### config.mk
export PLATFORM = sky130hd
export DESIGN_NAME = motor_ramp
export DESIGN_NICKNAME = d
export VERILOG_FILES = /design/src/rtl/motor_pkg.sv /design/src/rtl/motor_tick_gen.sv /design/src/rtl/motor_ramp.sv
export SDC_FILE = /design/constraint.sdc
export NUM_CORES = 1
export LEC_CHECK = 0
export BUFFER_PORTS_ARGS = -buffer_cell sky130_fd_sc_hd__buf_2
export CAP_MARGIN = 20
export CORE_AREA = 2 2 88 90
export DETAILED_ROUTE_END_ITERATION = 10
export DIE_AREA = 0 0 90 92
export GPL_TIMING_DRIVEN = 0
export PLACE_DENSITY_LB_ADDON = 0.1
export RECOVER_POWER = 25
export SYNTH_ARGS = -nofsm -noshare
export SYNTH_HDL_FRONTEND = slang
export SYNTH_SLANG_ARGS = --single-unit
### constraint.sdc
create_clock -name clk -period 5.3 [get_ports clk]
set_input_delay 1.06 -clock clk [delete_from_list [all_inputs] [get_ports clk]]
set_output_delay 1.06 -clock clk [all_outputs]
set_load 0.01 [all_outputs]
### src/rtl/motor_pkg.sv
// Shared types for the motor command path: controller state encoding, duty width,
// and a saturating step-down helper used by the ramp logic.
package motor_pkg;

  localparam int DUTY_W = 8;

  typedef enum logic [1:0] {
    IDLE  = 2'd0,
    RUN   = 2'd1,
    DWELL = 2'd2,
    ESTOP = 2'd3
  } motor_state_t;

  // Moves cur down by step without passing floor_v; caller guarantees cur >= floor_v.
  function automatic logic [DUTY_W-1:0] step_down(
    input logic [DUTY_W-1:0] cur,
    input logic [DUTY_W-1:0] floor_v,
    input logic [DUTY_W-1:0] step
  );
    return ((cur - floor_v) > step) ? (cur - step) : floor_v;
  endfunction

endpackage

### src/rtl/motor_tick_gen.sv
// Free-running divider: tick is high for one cycle every DIV cycles (count DIV-1).
module motor_tick_gen #(
  parameter int DIV = 2
) (
  input  logic clk,
  input  logic rst_n,
  output logic tick
);

  localparam int CW = (DIV > 1) ? $clog2(DIV) : 1;

  logic [CW-1:0] cnt_q;
  logic [CW-1:0] cnt_d;

  always_comb begin
    cnt_d = (cnt_q == CW'(DIV - 1)) ? '0 : cnt_q + CW'(1);
  end

  always_ff @(posedge clk or negedge rst_n) begin
    if (!rst_n) begin
      cnt_q <= '0;
    end else begin
      cnt_q <= cnt_d;
    end
  end

  assign tick = (cnt_q == CW'(DIV - 1));

endmodule

### src/rtl/motor_ramp.sv
// Soft-start/soft-stop stage ahead of motor_drv: slews duty one step per tick, reverses via
// zero + dwell, estop forces off. Define MOTOR_RAMP_FAST_DECEL_EN for 2-LSB deceleration steps.
module motor_ramp
  import motor_pkg::*;
#(
  parameter int CLK_HZ      = 25000000,
  parameter int STEP_HZ     = 1000,
  parameter int DWELL_TICKS = 16
) (
  input  logic              clk,
  input  logic              rst_n,
  input  logic              cmd_valid,
  output logic              cmd_ready,
  input  logic [DUTY_W-1:0] cmd_duty,
  input  logic              cmd_dir,
  input  logic              estop,
  output logic [DUTY_W-1:0] duty_cycle,
  output logic              direction,
  output logic              enable,
  output logic              at_target
);

  localparam int TICK_DIV = CLK_HZ / STEP_HZ;
  localparam int DW_W     = $clog2(DWELL_TICKS + 1);

`ifdef MOTOR_RAMP_FAST_DECEL_EN
  localparam logic [DUTY_W-1:0] DEC_STEP = DUTY_W'(2);
`else
  localparam logic [DUTY_W-1:0] DEC_STEP = DUTY_W'(1);
`endif

  logic tick;

  motor_tick_gen #(
    .DIV (TICK_DIV)
  ) u_tick_gen (
    .clk   (clk),
    .rst_n (rst_n),
    .tick  (tick)
  );

  motor_state_t      state_q, state_d;
  logic [DUTY_W-1:0] tgt_duty_q, tgt_duty_d;
  logic              tgt_dir_q, tgt_dir_d;
  logic [DUTY_W-1:0] duty_q, duty_d;
  logic              dir_q, dir_d;
  logic              enable_q, enable_d;
  logic              cmd_ready_q, cmd_ready_d;
  logic              at_target_q, at_target_d;
  logic [DW_W-1:0]   dwell_q, dwell_d;

  always_comb begin
    state_d    = state_q;
    tgt_duty_d = tgt_duty_q;
    tgt_dir_d  = tgt_dir_q;
    duty_d     = duty_q;
    dir_d      = dir_q;
    dwell_d    = dwell_q;

    if (cmd_valid && cmd_ready_q) begin
      tgt_duty_d = cmd_duty;
      tgt_dir_d  = cmd_dir;
    end

    // Decisions use the registered target, so a command landing on a tick takes effect next tick.
    case (state_q)
      IDLE: begin
        duty_d = '0;
        if (tgt_duty_q != '0) begin
          dir_d   = tgt_dir_q;
          state_d = RUN;
        end
      end
      RUN: begin
        if (tick) begin
          if (tgt_dir_q != dir_q) begin
            duty_d = step_down(duty_q, '0, DEC_STEP);
            if (duty_d == '0) begin
              state_d = DWELL;
              dwell_d = '0;
            end
          end else if (duty_q < tgt_duty_q) begin
            duty_d = duty_q + DUTY_W'(1);
          end else if (duty_q > tgt_duty_q) begin
            duty_d = step_down(duty_q, tgt_duty_q, DEC_STEP);
          end else if (duty_q == '0) begin
            state_d = IDLE;
          end
        end
      end
      DWELL: begin
        duty_d = '0;
        if (tick) begin
          dwell_d = dwell_q + DW_W'(1);
          if (dwell_d == DW_W'(DWELL_TICKS)) begin
            dir_d   = tgt_dir_q;
            dwell_d = '0;
            state_d = (tgt_duty_q != '0) ? RUN : IDLE;
          end
        end
      end
      ESTOP: begin
        duty_d = '0;
        if (!estop) begin
          state_d = IDLE;
        end
      end
      default: state_d = IDLE;
    endcase

    if (estop) begin
      state_d    = ESTOP;
      duty_d     = '0;
      tgt_duty_d = '0;
      dwell_d    = '0;
      dir_d      = dir_q;
    end

    enable_d    = (state_d == RUN) || (state_d == DWELL);
    cmd_ready_d = (state_d != ESTOP);
    at_target_d = ((state_d == RUN) && (duty_d == tgt_duty_d) && (dir_d == tgt_dir_d)) ||
                  ((state_d == IDLE) && (tgt_duty_d == '0));
  end

  always_ff @(posedge clk or negedge rst_n) begin
    if (!rst_n) begin
      state_q     <= IDLE;
      tgt_duty_q  <= '0;
      tgt_dir_q   <= 1'b0;
      duty_q      <= '0;
      dir_q       <= 1'b0;
      enable_q    <= 1'b0;
      cmd_ready_q <= 1'b0;
      at_target_q <= 1'b1;
      dwell_q     <= '0;
    end else begin
      state_q     <= state_d;
      tgt_duty_q  <= tgt_duty_d;
      tgt_dir_q   <= tgt_dir_d;
      duty_q      <= duty_d;
      dir_q       <= dir_d;
      enable_q    <= enable_d;
      cmd_ready_q <= cmd_ready_d;
      at_target_q <= at_target_d;
      dwell_q     <= dwell_d;
    end
  end

  assign duty_cycle = duty_q;
  assign direction  = dir_q;
  assign enable     = enable_q;
  assign cmd_ready  = cmd_ready_q;
  assign at_target  = at_target_q;

endmodule

==> qor.json <==
{
  "ff_to_ff_end": "at_target$_DFF_PN1_",
  "clock_sinks": 43,
  "slowest_stage": "sky130_fd_sc_hd__or4_1",
  "floorplan.rows": 32,
  "drt_iter0_drc": 554,
  "timing.clock.skew_ps": 4.52,
  "cts.repair_timing.setup_buffer_count": 0,
  "number_of_antenna_violations_at_the_first_check_in_global_routing": 0,
  "routed_wirelength_um": 12500,
  "synth_edf_count": 0,
  "num_vias": 4178,
  "timing.hold.worst_path_depth": 1,
  "grt_most_used_layer": "met2",
  "route.detailed.wl_per_inst_um": 19.6,
  "crit_buf_inv": 3,
  "setup-violations-final": 0,
  "timing.hold.worst.class": "register to register",
  "rrSetupSlack_ps": 320,
  "firstDrtPassIters": 6,
  "ir_drop_uv": 130,
  "synth-seq-area-share_pct": 27.5,
  "critical_path.top_delay_family": "compound AO/OA/AOI/OAI gates",
  "syn_nets": 531,
  "cts_hold_buffers": 0,
  "h_tree_depth_reported_by_cts": 2,
  "pwr-share-seq_pct": 42.4,
  "async_reset_ff_share_pct": 100,
  "drc": 0,
  "ys.warnings.count": 0,
  "cts.root.buffer_cell": "sky130_fd_sc_hd__clkbuf_8",
  "placement.io_buffers": 23,
  "grt_setup_unrepaired": "false",
  "fillerInstances": 729,
  "outcome": "finished, violations left",
  "die_area_um2": 8280,
  "maxSlewViolCount": 34,
  "grt.met2_usage_pct": 47.4,
  "power-per-cell-area_nw_per_um2": 195,
  "r2r-start": "duty_cycle[1]$_DFF_PN0_",
  "worst_hold_path.endpoint": "u_tick_gen.cnt_q[0]$_DFF_PN0_",
  "synth.largest_area_cell": "sky130_fd_sc_hd__dfrtp_1",
  "fin_crit_sh_pct": 93.9,
  "start_kind": "register",
  "end_kind": "register",
  "ys_top_cells_by_count": "sky130_fd_sc_hd__nand2_1, sky130_fd_sc_hd__dfrtp_1, sky130_fd_sc_hd__nor2_1",
  "cts_tree": "built",
  "p_comb_share_pct": 31.8,
  "post_synth_main_area_contributors": "sky130_fd_sc_hd__dfrtp_1, sky130_fd_sc_hd__ha_1, sky130_fd_sc_hd__nand2_1, sky130_fd_sc_hd__nor2_1, sky130_fd_sc_hd__a21oi_1",
  "synth_seq_cells": 43,
  "cts_bufs_inserted": 5,
  "area.sequential_um2": 1080,
  "cap_viol_max_count": 1,
  "crit_path_cell_trace": "clkbuf_1, inv_1, ha_1, nor2b_1, nand2b_1, nor4b_1, o21ai_0, o21ai_0, a21oi_1, or3_1, ha_1, inv_1, a221o_1, a2111oi_0, o2111ai_1, nor4_1, nand4_1, or4_1, o21ai_1",
  "diodes": 0,
  "grt_first_pass_wirelength_um": 20100,
  "numPlacedInstances": 626,
  "areaGrowthSynthToFinish_pct": 8.88,
  "final.min_clock_period_ps": 4980,
  "num-nets-final": 563,
  "syn_inst": 501,
  "die_y_um": 92,
  "global_route.usage.total_pct": 30.5,
  "timing.final.hold_violations": 0,
  "core_area_um2": 7450,
  "library_cells_used_by_synthesis": 73,
  "critical-path-max-stage-delay_ps": 510,
  "path_class": "register to register",
  "post_layout_nonfiller_instances": 636,
  "cellLeakagePower_nw": 1.86,
  "failed_checks": "capacitance limit, slew limit",
  "grt_pass1_vias": 3878,
  "viasPerCell": 6.57,
  "initial_utilization_pct": 52.6,
  "reg2reg_depth": 19,
  "synth_top_area_share_pct": 26.8,
  "worstPathRequired_ps": 5540,
  "worstSkewPairLatency_ps": 310,
  "synth.most_common_cell": "sky130_fd_sc_hd__nand2_1",
  "maxSlewHeadroom_pct": -20.7,
  "tightest_slew_ps": 1810,
  "share_clk_of_total_power_pct": 25.9,
  "timing.setup.tns_ps": 0,
  "achievable-frequency_mhz": 201,
  "multi_input_comb_area_um2": 2640,
  "globalRouteMet1Util_pct": 43.0,
  "p_int_uw": 513,
  "final.hold.worst_slack_ps": 501,
  "power.switching_uw": 317,
  "worst_ep_arrival_time_ps": 5210,
  "routabilityCongestion": 1.02,
  "die_x_um": 90,
  "worst_path_maximum_fanout": 9,
  "io-pin-count": 25,
  "post_route_cells_drive_above_1_share_pct": 9.55,
  "postCtsResizedCells": 0,
  "hpwlAfterDp_um": 9580,
  "clkTransAtPathRegs_ps": 90,
  "largest_net_degree_at_the_start_of_global_routing": 44,
  "switching_share_pct": 38.1,
  "startpoint_of_the_lowest_slack_hold_path": "u_tick_gen.cnt_q[0]$_DFF_PN0_",
  "route.antenna.remaining_nets": 0,
  "m3_gr_usage_pct": 4.35,
  "max-clock-path-buffers": 2,
  "synthesis.area_per_instance_um2": 7.82,
  "synth.cell_area_um2": 3920,
  "globalRouteOverflowTotal": 0,
  "synthFlopType": "sky130_fd_sc_hd__dfrtp_1"
}
logic make-up (layout without fill, tap and decap cells):
group | after synthesis | after routing | synth area share [%]
AOI/OAI and AO/OA | 136 | 136 | 23.8
buffers and inverters | 53 | 86 | 5.52
and+or+nand+nor | 223 | 223 | 30.9
DFF | 43 | 43 | 27.5
adders and majority gates | 17 | 17 | 5.62
xor gates and xnor gates | 23 | 23 | 5.14
muxes | 6 | 6 | 1.53
cell type report:
type                            count  area share [%]
Clock buffer                        6            1.70
Inverter                           29            2.55
Multi-Input combinational cell    405            61.8
Sequential cell                    43            25.3
Buffer                             24            2.55
Tap cell                          102            2.99
Clock inverter                      2           0.293
Timing Repair Buffer               25            2.87
layout by cell type, fill, tap and decap left out, types with 16 or more instances in the layout:
cell,n
sky130_fd_sc_hd__a21oi_1,27
sky130_fd_sc_hd__buf_2,23
sky130_fd_sc_hd__clkbuf_1,20
sky130_fd_sc_hd__dfrtp_1,42
sky130_fd_sc_hd__ha_1,16
sky130_fd_sc_hd__inv_1,29
sky130_fd_sc_hd__nand2_1,46
sky130_fd_sc_hd__nand3_1,20
sky130_fd_sc_hd__nor2_1,41
sky130_fd_sc_hd__nor3_1,26
sky130_fd_sc_hd__o21ai_0,25
worst max-delay path by stage:
stage,start,to,slack (ps),depth (start not counted)
6_report,duty_cycle[1]$_DFF_PN0_,at_target$_DFF_PN1_,320,19
5_1_grt,duty_cycle[1]$_DFF_PN0_,at_target$_DFF_PN1_,80,18
4_1_cts,duty_cycle[0]$_DFF_PN0_,at_target$_DFF_PN1_,120,16
3_5_place_dp,duty_cycle[0]$_DFF_PN0_,at_target$_DFF_PN1_,180,16
3_3_place_gp,duty_cycle[0]$_DFF_PN0_,at_target$_DFF_PN1_,100,16
2_1_floorplan,u_tick_gen.cnt_q[10]$_DFF_PN0_,at_target$_DFF_PN1_,1190,13
power groups by stage:
stage / clock [mW] / combinational, mW / sequential [mW]
after floorplan: 0 / 0.174 / 0.355
after global placement: 0 / 0.251 / 0.358
after detailed placement: 0 / 0.252 / 0.357
after CTS: 0.219 / 0.253 / 0.351
after global routing: 0.229 / 0.288 / 0.353
final: 0.215 / 0.264 / 0.352
sequential cells by signal (all words and copies together), names as in the netlist, 2 cells and up:
register / cells
u_tick_gen.cnt_q: 15
state_q: 2
dwell_q: 5
tgt_duty_q: 8
duty_cycle: 8
layer usage:
metal	up-vias	part of all wire (%)
li1	1925	-
met1	1997	43
met2	218	44
met3	38	8.9
met4	0	3.8
met5	-	0
stage by stage:
| step | instance area (um2) | power (mW) | worst slack (ps) | utilization, % |
|---|---|---|---|---|
| 3_3_place_gp | 4160 | 0.609 | 100 | 55.9 |
| 4_1_cts | 4250 | 0.823 | 123 | 57.0 |
| 5_1_grt | 4270 | 0.869 | 80.8 | 57.3 |
| 3_5_place_dp | 4160 | 0.609 | 182 | 55.9 |
| 6_report | 4270 | 0.830 | 324 | 57.3 |
| 2_1_floorplan | 3920 | 0.529 | 1190 | - |
(Power assumes the default switching activity.)
